**config.mk**
```make
export PLATFORM = sky130hd
export DESIGN_NAME = uart_rx_fifo
export DESIGN_NICKNAME = d
export VERILOG_FILES = /design/src/rtl/uart_pkg.sv /design/src/rtl/uart_fifo_mem.sv /design/src/rtl/uart_rx_fifo.sv
export SDC_FILE = /design/constraint.sdc
export NUM_CORES = 1
export LEC_CHECK = 0
export CAP_MARGIN = 20
export CORE_MARGIN = 5
export CORE_UTILIZATION = 60
export DETAILED_ROUTE_END_ITERATION = 12
export DONT_BUFFER_PORTS = 1
export PLACE_DENSITY = 0.73
export SYNTH_ARGS = -nofsm -noshare
export SYNTH_HDL_FRONTEND = slang
export SYNTH_SLANG_ARGS = --single-unit
```
**constraint.sdc**
```tcl
create_clock -name clk -period 2.8 [get_ports clk]
set_input_delay 0.28 -clock clk [delete_from_list [all_inputs] [get_ports clk]]
set_output_delay 0.28 -clock clk [all_outputs]
set_load 0.02 [all_outputs]
```
**src/rtl/uart_pkg.sv**
```systemverilog
// Shared UART definitions: data width, the clog2 helper and the status-flag
// record with its reset value, used by both the RX and TX FIFOs.
`timescale 1ns/1ps
package uart_pkg;

  localparam int UART_DATA_WIDTH = 8;

  typedef struct packed {
    logic receive_full;
    logic fifo_full;
    logic almost_full;
    logic overflow;
  } fifo_flags_t;

  localparam fifo_flags_t FIFO_FLAGS_RST = '{
    receive_full: 1'b0,
    fifo_full:    1'b0,
    almost_full:  1'b0,
    overflow:     1'b0
  };

  function automatic int clog2(input int value);
    int r;
    r = 0;
    for (int i = 0; i < 31; i++) begin
      if ((1 << i) < value) r = i + 1;
    end
    return r;
  endfunction

endpackage

```
**src/rtl/uart_fifo_mem.sv**
```systemverilog
// DEPTH x WIDTH register array: one synchronous write port, one asynchronous
// read port, cleared to zero on reset. Shared by the RX and TX FIFOs.
`timescale 1ns/1ps
module uart_fifo_mem #(
  parameter int DEPTH = 16,
  parameter int WIDTH = 8,
  parameter int AW    = 4
) (
  input  logic             clk,
  input  logic             reset_n,
  input  logic             we_i,
  input  logic [AW-1:0]    waddr_i,
  input  logic [WIDTH-1:0] wdata_i,
  input  logic [AW-1:0]    raddr_i,
  output logic [WIDTH-1:0] rdata_o
);

  logic [WIDTH-1:0] mem_q [DEPTH];

  always_ff @(posedge clk or negedge reset_n) begin
    if (!reset_n) begin
      for (int i = 0; i < DEPTH; i++) mem_q[i] <= '0;
    end else if (we_i) begin
      mem_q[waddr_i] <= wdata_i;
    end
  end

  assign rdata_o = mem_q[raddr_i];

endmodule

```
**src/rtl/uart_rx_fifo.sv**
```systemverilog
// First-word-fall-through receive FIFO: captures bytes on the active-low
// fifo_write strobe, pops on read_rx_byte, keeps registered status flags.
`timescale 1ns/1ps
module uart_rx_fifo
  import uart_pkg::*;
#(
  parameter int DEPTH       = 16,
  parameter int WIDTH       = UART_DATA_WIDTH,
  parameter int AFULL_LEVEL = 12,
  localparam int AW         = clog2(DEPTH),
  localparam int CW         = AW + 1
) (
  input  logic             clk,
  input  logic             reset_n,
  input  logic             fifo_write,
  input  logic [WIDTH-1:0] rx_byte,
  input  logic             read_rx_byte,
  output logic [WIDTH-1:0] rx_data,
  output logic             receive_full,
  output logic             fifo_full,
  output logic             almost_full,
  output logic             overflow,
  output logic [CW-1:0]    rx_count
);

  localparam logic [CW-1:0] DEPTH_CNT = CW'(DEPTH);
  localparam logic [CW-1:0] AFULL_CNT = CW'(AFULL_LEVEL);

  logic [AW-1:0] wr_ptr_q, wr_ptr_d;
  logic [AW-1:0] rd_ptr_q, rd_ptr_d;
  logic [CW-1:0] count_q, count_d;
  fifo_flags_t   flags_q, flags_d;

  logic wr, rd, wr_acc, rd_acc;

  assign wr = ~fifo_write;
  assign rd = read_rx_byte;
  // A write into a full FIFO is still accepted when a pop frees the slot.
  assign wr_acc = wr & (~flags_q.fifo_full | rd);
  assign rd_acc = rd & flags_q.receive_full;

  always_comb begin
    wr_ptr_d = wr_ptr_q;
    rd_ptr_d = rd_ptr_q;
    count_d  = count_q;
    flags_d  = flags_q;

    if (wr_acc) wr_ptr_d = wr_ptr_q + AW'(1);
    if (rd_acc) rd_ptr_d = rd_ptr_q + AW'(1);

    case ({wr_acc, rd_acc})
      2'b10:   count_d = count_q + CW'(1);
      2'b01:   count_d = count_q - CW'(1);
      default: count_d = count_q;
    endcase

    // Flags follow the post-edge count so none of them lags rx_count.
    flags_d.receive_full = (count_d != '0);
    flags_d.fifo_full    = (count_d == DEPTH_CNT);
    flags_d.almost_full  = (count_d >= AFULL_CNT);

    if (wr & flags_q.fifo_full & ~rd) flags_d.overflow = 1'b1;
    else if (rd)                      flags_d.overflow = 1'b0;
  end

  always_ff @(posedge clk or negedge reset_n) begin
    if (!reset_n) begin
      wr_ptr_q <= '0;
      rd_ptr_q <= '0;
      count_q  <= '0;
      flags_q  <= FIFO_FLAGS_RST;
    end else begin
      wr_ptr_q <= wr_ptr_d;
      rd_ptr_q <= rd_ptr_d;
      count_q  <= count_d;
      flags_q  <= flags_d;
    end
  end

  uart_fifo_mem #(
    .DEPTH (DEPTH),
    .WIDTH (WIDTH),
    .AW    (AW)
  ) u_mem (
    .clk     (clk),
    .reset_n (reset_n),
    .we_i    (wr_acc),
    .waddr_i (wr_ptr_q),
    .wdata_i (rx_byte),
    .raddr_i (rd_ptr_q),
    .rdata_o (rx_data)
  );

  assign receive_full = flags_q.receive_full;
  assign fifo_full    = flags_q.fifo_full;
  assign almost_full  = flags_q.almost_full;
  assign overflow     = flags_q.overflow;
  assign rx_count     = count_q;

endmodule

```
==> summary.txt, run 1 <==
Outcome
  • Status: finished with violations
  • Failing checks: hold timing

Global route
  • First-pass GRT wire length: 23.9 mm
  • Initial antenna violation count: 0
  • Largest net degree at the start of global routing: 146
  • Global Route Usage Sum: 22.4%
  • Vias in the first global route: 4269
  • GR Overflow Total: 0

Clocking
  • CTS Buffer Depth: 2
  • Root Driver: clkbuf_16
  • CTS sink count: between 100 and 150
  • Clock transition at path regs: about 0.06 ns
  • H-tree depth: 4
  • Setup Buffers After CTS: 0
  • Clk_lat worst skew: 0.42 ns
  • CTS tree: built
  • TritonCTS Buffers: 17

Floorplanning
  • DIE HEIGHT: between 100 and 150 microns
  • DIE AREA: 13800 sq um
  • # rows: 39
  • Die width: 118 microns
  • IO Count: 29
  • Starting density of the core: 61.0%
  • Core Box Area: 11400 sq um

Power and ir drop
  • Power per cell area: ~1300 nW/um^2
  • Clock power share: 21.4%
  • Internal power: 6260 uW
  • Switching Fraction: a little over a third
  • Logic pwr share: 38.9%
  • Reg power frac: 39.7%
  • Sw power: 3500 uW
  • Largest vdd supply drop: around 760 uV
  • Leakage: 0.00336 uW

Run
  • Max_cap viols: 0

Worst setup path
  • RR Startpoint: fifo_full$_DFF_PN0_
  • Critical path cell sequence: a21oi_4 > inv_1 > ha_1 > xor2_1 > ha_1 > o21ai_1 > a221oi_2 > o211ai_2 > xor2_2 > a21bo_1
  • Setup crit start kind: flop
  • Worst R2R End: almost_full$_DFF_PN0_
  • FF-to-FF path depth: 10
  • Max incr delay on CP: about 0.47 ns
  • Max Fanout on Critical Path: 9
  • R2R Setup Slk: 0.24 ns
  • Most frequent CP cell: ha_1
  • Worst EP required: 3.11 ns
  • Family with the most delay on the worst path: compound AO/OA/AOI/OAI gates
  • Setup crit end kind: flop
  • Critical path type: reg -> reg
  • CP bufs+invs: 1
  • Critical path's slowest cell: dfrtp_2
  • Critical Path AT: 2.87 ns

STA
  • Hold Fails Final Rpt: ~150
  • Max Freq: 391 MHz
  • Setup TNS: 0 ns
  • Period utilization: 91.5%
  • Max-slew headroom: approximately three fifths
  • Min Clock Period, post-route: approximately 2.6 ns
  • Hold_ws: -0.445 ns
  • RSZ-0062 raised after global routing: no
  • Pins over their slew limit: 0
  • Skew final: approximately 0.010 ns
  • Setup Viol. Count Final: 0
  • Measured slew at the worst slew-check pin: 0.608 ns

Placement
  • IO Port Bufs: 0
  • Placed cells: a little over 600
  • Final Wtd Congestion: 0.805
  • HPWL Detailed: 9.20 mm

Final layout
  • Nets: 519
  • Antenna fix cells: 0
  • Non-filler instance count after layout: 655
  • Most common cell after layout, fill and taps aside: dfrtp_1
  • Layout cell share with drive strength beyond 1: 40.8%
  • Util after Layout: 67.9%
  • Layout area overhead: 11.2%
  • Most used cells in the layout excluding fill and tap cells: 143 x dfrtp_1, 134 x mux2_2, 24 x mux2i_1, 18 x nand2_1, 18 x o21ai_0

Route
  • Pre-antenna DRT Iters: 5
  • Routed len/inst: 23.5 microns
  • Vias: 4106
  • Vias/cell: 6.27
  • DR iter-0 viols: 352
  • DRC viols: 0
  • DRT antenna net count: 0
  • Final wirelength: roughly 15 mm

Yosys
  • Synth area leaders: dfrtp_1 52%, mux2_2 22%, mux4_2 5.2%
  • Mapped Cells: 485
  • Syn_area_per_cell: 14.3 sq um
  • Area leader, netlist: dfrtp_1
  • Synth Flop Type: dfrtp_1
  • Synth Cell Area: about 6900 sq um
  • #FFs+latches synth: 145
  • Mapped Nets: 505
  • Synthesis warning total: 0
  • Post-synth top area share: 52.3%
  • Number of synthesized flops with an enable pin: 0
  • Cell variety after synth: 45
  • Post-synth ARST share: 100%
  • Register area share after synthesis: a little over half

Worst hold path
  • Hold Crit Class: in -> async
==> worst max path at each step <==
stage / start / endpoint / slack, ns / cells after the start
after detailed placement: fifo_full$_DFF_PN0_ / almost_full$_DFF_PN0_ / 0.21 / 10
final: fifo_full$_DFF_PN0_ / almost_full$_DFF_PN0_ / 0.24 / 10
after global routing: fifo_full$_DFF_PN0_ / almost_full$_DFF_PN0_ / 0.006 / 10
after floorplan: fifo_full$_DFF_PN0_ / almost_full$_DFF_PN0_ / 0.26 / 12
after CTS: fifo_full$_DFF_PN0_ / almost_full$_DFF_PN0_ / 0.19 / 10
after global placement: fifo_full$_DFF_PN0_ / almost_full$_DFF_PN0_ / 0.34 / 10
==> final cells by class <==
class | instances | area (sq um)
Timing Repair Buffer | 21 | 208
Clock inverter | 10 | 87.6
Clock buffer | 22 | 454
Multi-Input combinational cell | 307 | 3130
Fill cell | 793 | 3650
Sequential cell | 145 | 3630
Inverter | 7 | 26.3
Tap cell | 143 | 179
==> layer usage <==
metal	GRT usage, %	vias to the layer above	part of all wire [%]
met4	5.88	0	1.1
met2	34.1	117	48
li1	-	1813	-
met3	6.73	15	5.7
met1	31.7	2161	45
met5	0	-	0
==> sequential cells by signal, summed over array words and instances (netlist names) <==
signal / flops
wr_ptr_q: 4
u_mem.mem_q: 128
fifo_full: 1
overflow: 1
rd_ptr_q: 4
almost_full: 1
rx_count: 5
receive_full: 1
==> power by group through the flow <==
stage          logic [uW]  clock network, uW  registers [uW]
6_report             3790               2090            3870
5_1_grt              4100               2190            4000
4_1_cts              3790               2110            3860
3_5_place_dp         3760                  0            3880
3_3_place_gp         3650                  0            3810
2_1_floorplan        3190                  0            3610
==> through the flow <==
step / cell area [sq um] / power [uW] / hold slack [ns] / setup WS [ns]
3_3_place_gp: 7020 / 7460 / -0.0127 / 0.343
6_report: 7720 / 9750 / -0.445 / 0.239
2_1_floorplan: 6940 / 6800 / -0.0156 / 0.264
5_1_grt: 7720 / 10300 / -0.474 / 0.00604
4_1_cts: 7630 / 9770 / -0.463 / 0.189
3_5_place_dp: 7020 / 7640 / -0.0132 / 0.212
==> cell families after synthesis <==
family          synth area share (%)
mux                             31.0
flops                           52.3
compound gates                  5.44
simple gates                    5.68
buf+inv                         2.61
xor+xnor                        1.50
fa+ha+maj                       1.44
==> worst reg2reg max path, cell delays in order, from the launching register on <==
cell and delay [ns]:
dfrtp_2 0.47, a21oi_4 0.18, inv_1 0.07, ha_1 0.30
xor2_1 0.20, ha_1 0.23, o21ai_1 0.09, a221oi_2 0.30
o211ai_2 0.16, xor2_2 0.22, a21bo_1 0.23
==> Yosys cell counts, drive strengths merged (2+ instances only) <==
cell type / instances
dfrtp: 145
mux2: 138
mux2i: 24
o21ai: 20
nand2: 19
mux4: 16
nor2: 16
buf: 15
a21oi: 12
clkbuf: 11
a221oi: 9
a22oi: 8
ha: 8
inv: 7
nand3: 6
xnor2: 6
xor2: 5
nor2b: 4
nand2b: 2
==> what timing repair did <==
item                                   CTS  global route
endpoints found under the hold margin  161           170
setup endpoints to repair                0             1
resized for setup                        0             1
hold buffers                             7             8
(Power assumes the default switching activity.)
==> run 2, diff against run 1 <==
- clock period: 2.8 -> 2.9 ns (I/O delays scaled with it)
==> run 2 against run 1 <==
The flow still finishes with violations (hold timing). Cell area rose by 0.21%. Cell count fell by 1.8%. Count of clock-buffer cells in the layout did not move. Flip-flop and latch count did not move. Sequential share of layout area fell by 0.12 points. Non-clock buffer count fell by 12. Routed wire length fell by 4.6%. Fmax fell by 3.9%. Clock skew fell by 0.0030 ns. Register-to-register slack barely moved. Critical path type unchanged.
==> summary.txt, run 2 (synthesis gave the netlist of run 1 again) <==
Outcome
  • Status: finished with violations
  • Failing checks: hold timing

Power and ir drop
  • Sw power: 3320 uW (-5.1%)
  • Power per cell area: 1270 nW/um^2 (+0.63%)
  • Largest vdd supply drop: 765 uV (+0.91%)
  • Total chip power: 9840 uW (+0.84%)
  • Switching Fraction: 33.8% (-2.1 points)
  • Clock power share: 25.2% (+3.8 points)
  • Internal power: 6520 uW (+4.2%)
  • Leakage: 0.00338 uW (+0.79%)
  • Reg power frac: 38.3% (-1.4 points)
  • Logic pwr share: 36.5% (-2.4 points)

Placement
  • Final Wtd Congestion: 0.779 (-3.3%)
  • HPWL Detailed: 9.32 mm (+1.2%)
  • Setup WS pre-CTS: 0.230 ns (+0.0177 ns)
  • Placed cells: 608 (unchanged)
  • IO Port Bufs: 0 (unchanged)

Clocking
  • Setup Buffers After CTS: 0 (unchanged)
  • TritonCTS Buffers: 17 (unchanged)
  • Clock transition at path regs: 0.06 ns (about the same)
  • Clk_lat worst skew: 0.42 ns (about the same)
  • CTS sink count: 145 (unchanged)
  • # hold bufs at CTS: 3 (-4)
  • CTS resizes: 0 (unchanged)
  • CTS tree: built
  • H-tree depth: 4 (unchanged)
  • Root Driver: clkbuf_16
  • CTS Buffer Depth: 2 (unchanged)

Floorplanning
  • DIE AREA: 13800 sq um (unchanged)
  • # rows: 39 (unchanged)
  • Die width: 118 microns (unchanged)
  • Core Box Area: 11400 sq um (unchanged)
  • IO Count: 29 (unchanged)
  • DIE HEIGHT: 118 microns (unchanged)
  • Starting density of the core: 61.0% (unchanged)

Route
  • Max layer used: met4
  • Met3 wire len: 748 microns (-15%)
  • Metal2 WL: 7.40 mm (-0.32%)
  • DRT antenna net count: 0 (unchanged)
  • DRC viols: 0 (unchanged)
  • Vias: 3905 (-4.9%)
  • Routed len/inst: 22.8 microns (-2.8%)
  • Final wirelength: 14.7 mm (-4.6%)
  • DR iter-0 viols: 263 (-25%)
  • Met1 WL: 6.35 mm (-8.2%)
  • Vias/cell: 6.07 (-3.1%)
  • Pre-antenna DRT Iters: 4 (-1)

Global route
  • GR Overflow Total: 0 (unchanged)
  • Vias in the first global route: 4195 (-1.7%)
  • First-pass GRT wire length: 23.6 mm (-1.2%)
  • Largest net degree at the start of global routing: 146 (unchanged)
  • Global Route Usage Sum: 22.2% (-0.16 points)
  • Initial antenna violation count: 0 (unchanged)

STA
  • Skew final: 0.00697 ns (-0.00303 ns)
  • Fin worst setup slack: 0.235 ns (-0.00412 ns)
  • Measured slew at the worst slew-check pin: 0.656 ns (+0.0473 ns)
  • Min Clock Period, post-route: 2.66 ns (+0.104 ns)
  • Setup Viol. Count Final: 0 (unchanged)
  • Period utilization: 91.9% (+0.44 points)
  • Hold Fails Final Rpt: 145 (unchanged)
  • Hold_ws: -0.442 ns (+0.00344 ns)
  • Pins over their slew limit: 0 (unchanged)
  • Max-slew headroom: 56.3% (-3.2 points)
  • RSZ-0062 raised after global routing: no
  • Setup TNS: 0 ns (unchanged)
  • Max Freq: 375 MHz (-3.9%)

Final layout
  • Most used cells in the layout excluding fill and tap cells: 144 x dfrtp_1, 134 x mux2_2, 24 x mux2i_1, 18 x nand2_1, 18 x o21ai_0
  • Nets: 507 (-2.3%)
  • Layout area overhead: 11.4%
  • Antenna fix cells: 0 (unchanged)
  • Max reg flops: 128 (unchanged)
  • Layout cell share with drive strength beyond 1: 42.0% (+1.2 points)
  • Util after Layout: 68.0% (+0.14 points)
  • Most flops, register: u_mem.mem_q
  • Non-filler instance count after layout: 643 (-1.8%)
  • Most common cell after layout, fill and taps aside: dfrtp_1

Worst setup path
  • Critical path type: reg -> reg
  • Setup crit end kind: flop
  • Critical Path AT: 2.98 ns (+0.11 ns)
  • Setup crit start kind: flop
  • Max Fanout on Critical Path: 9 (unchanged)
  • Worst EP required: 3.22 ns (+0.11 ns)

Run
  • Max_cap viols: 0 (unchanged)

Worst hold path
  • Hold Crit Class: in -> async
==> run 2: power groups by stage <==
stage	registers [uW]	logic, uW	clock network [uW]
2_1_floorplan	3480	3080	0
3_3_place_gp	3710	3500	0
3_5_place_dp	3780	3600	0
4_1_cts	3760	3620	2510
5_1_grt	3890	3900	2600
6_report	3770	3590	2480
==> run 2: path summary, 6_finish.rpt <==
path                                             start                           to  slack (ns)  depth (start not counted)
setup / recovery                receive_full$_DFF_PN0_        almost_full$_DFF_PN0_        0.24                         10
hold / removal                                 reset_n        rx_count[1]$_DFF_PN0_       -0.44                          0
setup reg to reg                receive_full$_DFF_PN0_        almost_full$_DFF_PN0_        0.24                         10
hold reg to reg            u_mem.mem_q[93]$_DFFE_PN0P_  u_mem.mem_q[93]$_DFFE_PN0P_        0.49                          1
max in group asynchronous                      reset_n  u_mem.mem_q[68]$_DFFE_PN0P_        3.14                          0
min in group clk                            rx_byte[1]  u_mem.mem_q[33]$_DFFE_PN0P_        0.02                          1
==> run 2: final cells by class <==
class,count,area [sq um]
Inverter,7,26.3
Tap cell,143,179
Clock inverter,10,205
Sequential cell,145,3630
Fill cell,786,3640
Multi-Input combinational cell,307,3130
Clock buffer,22,474
Timing Repair Buffer,9,87.6
==> run 2: per-stage QoR <==
stage	hold WS (ns)	instance area [sq um]
floorplan	-0.00559	6940
global placement	-0.00268	7020
detailed placement	-0.00225	7020
CTS	-0.453	7730
global route	-0.463	7730
finish	-0.442	7730
==> run 2: critical path: stages, from the launching register on <==
cell and delay, ns:
dfrtp_1 0.47, nand2_1 0.17, inv_1 0.16, ha_1 0.38, xor2_1 0.21, ha_1 0.24
o21ai_1 0.09, a221oi_2 0.25, o211ai_2 0.13, xor2_2 0.22, a21bo_1 0.23
==> run 2: metal layers <==
layer	up-vias	track usage [%]
li1	1774	-
met1	2042	28.9
met2	76	36.3
met3	13	5.86
met4	0	7.60
met5	-	0
==> run 3, diff against run 2 <==
- CTS_BUF_LIST: unset -> sky130_fd_sc_hd__clkbuf_2 sky130_fd_sc_hd__clkbuf_4 sky130_fd_sc_hd__clkbuf_8
==> run 3 against run 2 <==
Via count increased by 1.8%. The flow still finishes with violations (hold timing). Critical endpoint unchanged. Highest routed layer unchanged. Clock skew increased by 0.0029 ns. Routed wire length decreased by 0.85%. Flip-flop and latch count unchanged. Largest cell class unchanged. Sequential power about the same.
==> summary.txt, run 3 (synthesis gave the netlist of run 1 again) <==
Power and ir drop
  • Clock power share: 20.8% (-4.4 points)
  • Sw power: 3260 uW (-1.7%)
  • Reg power frac: 40.4% (+2.1 points)
  • Internal power: 6030 uW (-7.4%)
  • Leakage: 0.00333 uW (-1.6%)
  • Total chip power: 9300 uW (-5.5%)
  • Logic pwr share: 38.9% (+2.4 points)
  • Switching Fraction: 35.1% (+1.4 points)
  • Power per cell area: 1220 nW/um^2 (-4.0%)
  • Largest vdd supply drop: 800 uV (+4.6%)

Clocking
  • CTS resizes: 0 (unchanged)
  • Clock transition at path regs: 0.08 ns (+0.02 ns)
  • CTS Buffer Depth: 2 (unchanged)
  • Clk_lat worst skew: 0.44 ns (+0.02 ns)
  • CTS tree: built
  • CTS sink count: 145 (unchanged)
  • Setup Buffers After CTS: 0 (unchanged)
  • TritonCTS Buffers: 17 (unchanged)
  • # hold bufs at CTS: 9 (+6)
  • H-tree depth: 4 (unchanged)
  • Root Driver: clkbuf_8

Final layout
  • Most flops, register: u_mem.mem_q
  • Non-filler instance count after layout: 649 (+0.93%)
  • Max reg flops: 128 (unchanged)
  • Layout area overhead: 9.63%
  • Nets: 513 (+1.2%)
  • Antenna fix cells: 0 (unchanged)
  • Most common cell after layout, fill and taps aside: dfrtp_1
  • Reg area: 3630 sq um (unchanged)
  • Most used cells in the layout excluding fill and tap cells: 144 x dfrtp_1, 134 x mux2_2, 24 x mux2i_1, 20 x clkbuf_8
  • Layout cell share with drive strength beyond 1: 41.9% (-0.10 points)
  • Design Area, Final: 7610 sq um (-1.6%)
  • FILL cells: 795 (+1.1%)
  • Multi-input logic area: 3130 sq um (unchanged)

Floorplanning
  • DIE HEIGHT: 118 microns (unchanged)
  • IO Count: 29 (unchanged)
  • Starting density of the core: 61.0% (unchanged)
  • DIE AREA: 13800 sq um (unchanged)
  • # rows: 39 (unchanged)
  • Core Box Area: 11400 sq um (unchanged)
  • Die width: 118 microns (unchanged)

STA
  • Max Freq: 374 MHz (-0.40%)
  • Pins over their slew limit: 0 (unchanged)
  • Hold_ws: -0.465 ns (-0.0237 ns)
  • Max-slew headroom: 56.1% (-0.22 points)
  • Min Clock Period, post-route: 2.68 ns (+0.0106 ns)
  • Hold Fails Final Rpt: 145 (unchanged)
  • Measured slew at the worst slew-check pin: 0.657 ns (+0.00117 ns)
  • Setup TNS: 0 ns (unchanged)
  • Skew final: 0.00983 ns (+0.00286 ns)
  • RSZ-0062 raised after global routing: no
  • Setup Viol. Count Final: 0 (unchanged)
  • Period utilization: 92.3% (+0.36 points)

Worst setup path
  • CP bufs+invs: 1 (unchanged)
  • Family with the most delay on the worst path: compound AO/OA/AOI/OAI gates
  • Critical path cell sequence: nand2_1 > inv_1 > ha_1 > xor2_1 > ha_1 > o21ai_1 > a221oi_2 > o211ai_2 > xor2_2 > a21bo_1
  • Worst EP required: 3.24 ns (+0.02 ns)
  • Critical path's slowest cell: dfrtp_1
  • Max Fanout on Critical Path: 9 (unchanged)
  • Setup crit end kind: flop
  • Setup crit start kind: flop
  • Most frequent CP cell: ha_1
  • Critical path type: reg -> reg
  • Max incr delay on CP: 0.48 ns (about the same)
  • Critical Path AT: 3.01 ns (+0.03 ns)

Route
  • DRC viols: 0 (unchanged)
  • Vias/cell: 6.12 (+0.83%)
  • DRT antenna net count: 0 (unchanged)
  • Vias: 3974 (+1.8%)
  • Final wirelength: 14.6 mm (-0.85%)
  • Routed len/inst: 22.4 microns (-1.8%)
  • DR iter-0 viols: 242 (-8.0%)
  • Pre-antenna DRT Iters: 4 (unchanged)

Global route
  • Global Route Usage Sum: 22.0% (-0.26 points)
  • Largest net degree at the start of global routing: 146 (unchanged)
  • GR Overflow Total: 0 (unchanged)
  • Initial antenna violation count: 0 (unchanged)
  • First-pass GRT wire length: 23.5 mm (-0.50%)
  • Vias in the first global route: 4137 (-1.4%)

Placement
  • Post-DP Area: 7020 sq um (unchanged)
  • Placed cells: 608 (unchanged)
  • IO Port Bufs: 0 (unchanged)
  • Final Wtd Congestion: 0.779 (unchanged)
  • HPWL Detailed: 9.32 mm (unchanged)

Outcome
  • Failing checks: hold timing
  • Status: finished with violations

Run
  • Max_cap viols: 0 (unchanged)

Worst hold path
  • Hold Crit Class: in -> async
-- run 3: cell count changes in the layout (fill, tap and decap cells not counted) --
cell,change
clkbuf_16,-17
dlygate4sd3_1,+6
clkbuf_4,+2
clkbuf_1,-2
clkbuf_8,+17
-- run 3: final timing paths --
path                                             start                           to  slack (ns)  depth (start not counted)
setup / recovery                receive_full$_DFF_PN0_        almost_full$_DFF_PN0_        0.22                         10
hold / removal                                 reset_n        rx_count[1]$_DFF_PN0_       -0.47                          0
setup reg to reg                receive_full$_DFF_PN0_        almost_full$_DFF_PN0_        0.22                         10
hold reg to reg            u_mem.mem_q[93]$_DFFE_PN0P_  u_mem.mem_q[93]$_DFFE_PN0P_        0.49                          1
max in group asynchronous                      reset_n  u_mem.mem_q[68]$_DFFE_PN0P_        3.17                          0
min in group clk                            fifo_write         overflow$_DFFE_PN0P_        0.07                          3
-- run 3: per-layer routing --
metal,vias to the layer above,share of wire [%],global-route usage [%]
li1,1797,-,-
met1,2094,45,29.7
met2,65,50,35.8
met3,18,3.3,4.76
met4,0,1.5,6.74
met5,-,0,0
-- run 3: final cells by class --
type                            count  area share (%)
Multi-Input combinational cell    307            41.1
Tap cell                          143            2.35
Clock buffer                       22            3.82
Sequential cell                   145            47.7
Clock inverter                     10            2.70
Timing Repair Buffer               15            1.94
Inverter                            7           0.345
-- run 3: worst reg2reg max path: stages (launching register included) --
cell      delay (ns)
dfrtp_1         0.48
nand2_1         0.16
inv_1           0.16
ha_1            0.39
xor2_1          0.21
ha_1            0.25
o21ai_1         0.09
a221oi_2        0.25
o211ai_2        0.13
xor2_2          0.22
a21bo_1         0.23
-- run 3: power by group through the flow --
stage	Combinational [uW]	Sequential (uW)	Clock, uW
after floorplan	3080	3480	0
after global placement	3500	3710	0
after detailed placement	3600	3780	0
after CTS	3640	3750	1960
after global routing	3920	3880	2050
final	3610	3750	1930
-- run 3: per-stage QoR --
step | setup slack, ns | hold slack, ns | utilization [%]
finish | 0.225 | -0.465 | 66.9
global route | 0.0558 | -0.507 | 66.9
CTS | 0.212 | -0.500 | 66.9
detailed placement | 0.230 | -0.00225 | 61.8
global placement | 0.410 | -0.00268 | 61.8
floorplan | 0.364 | -0.00559 | -
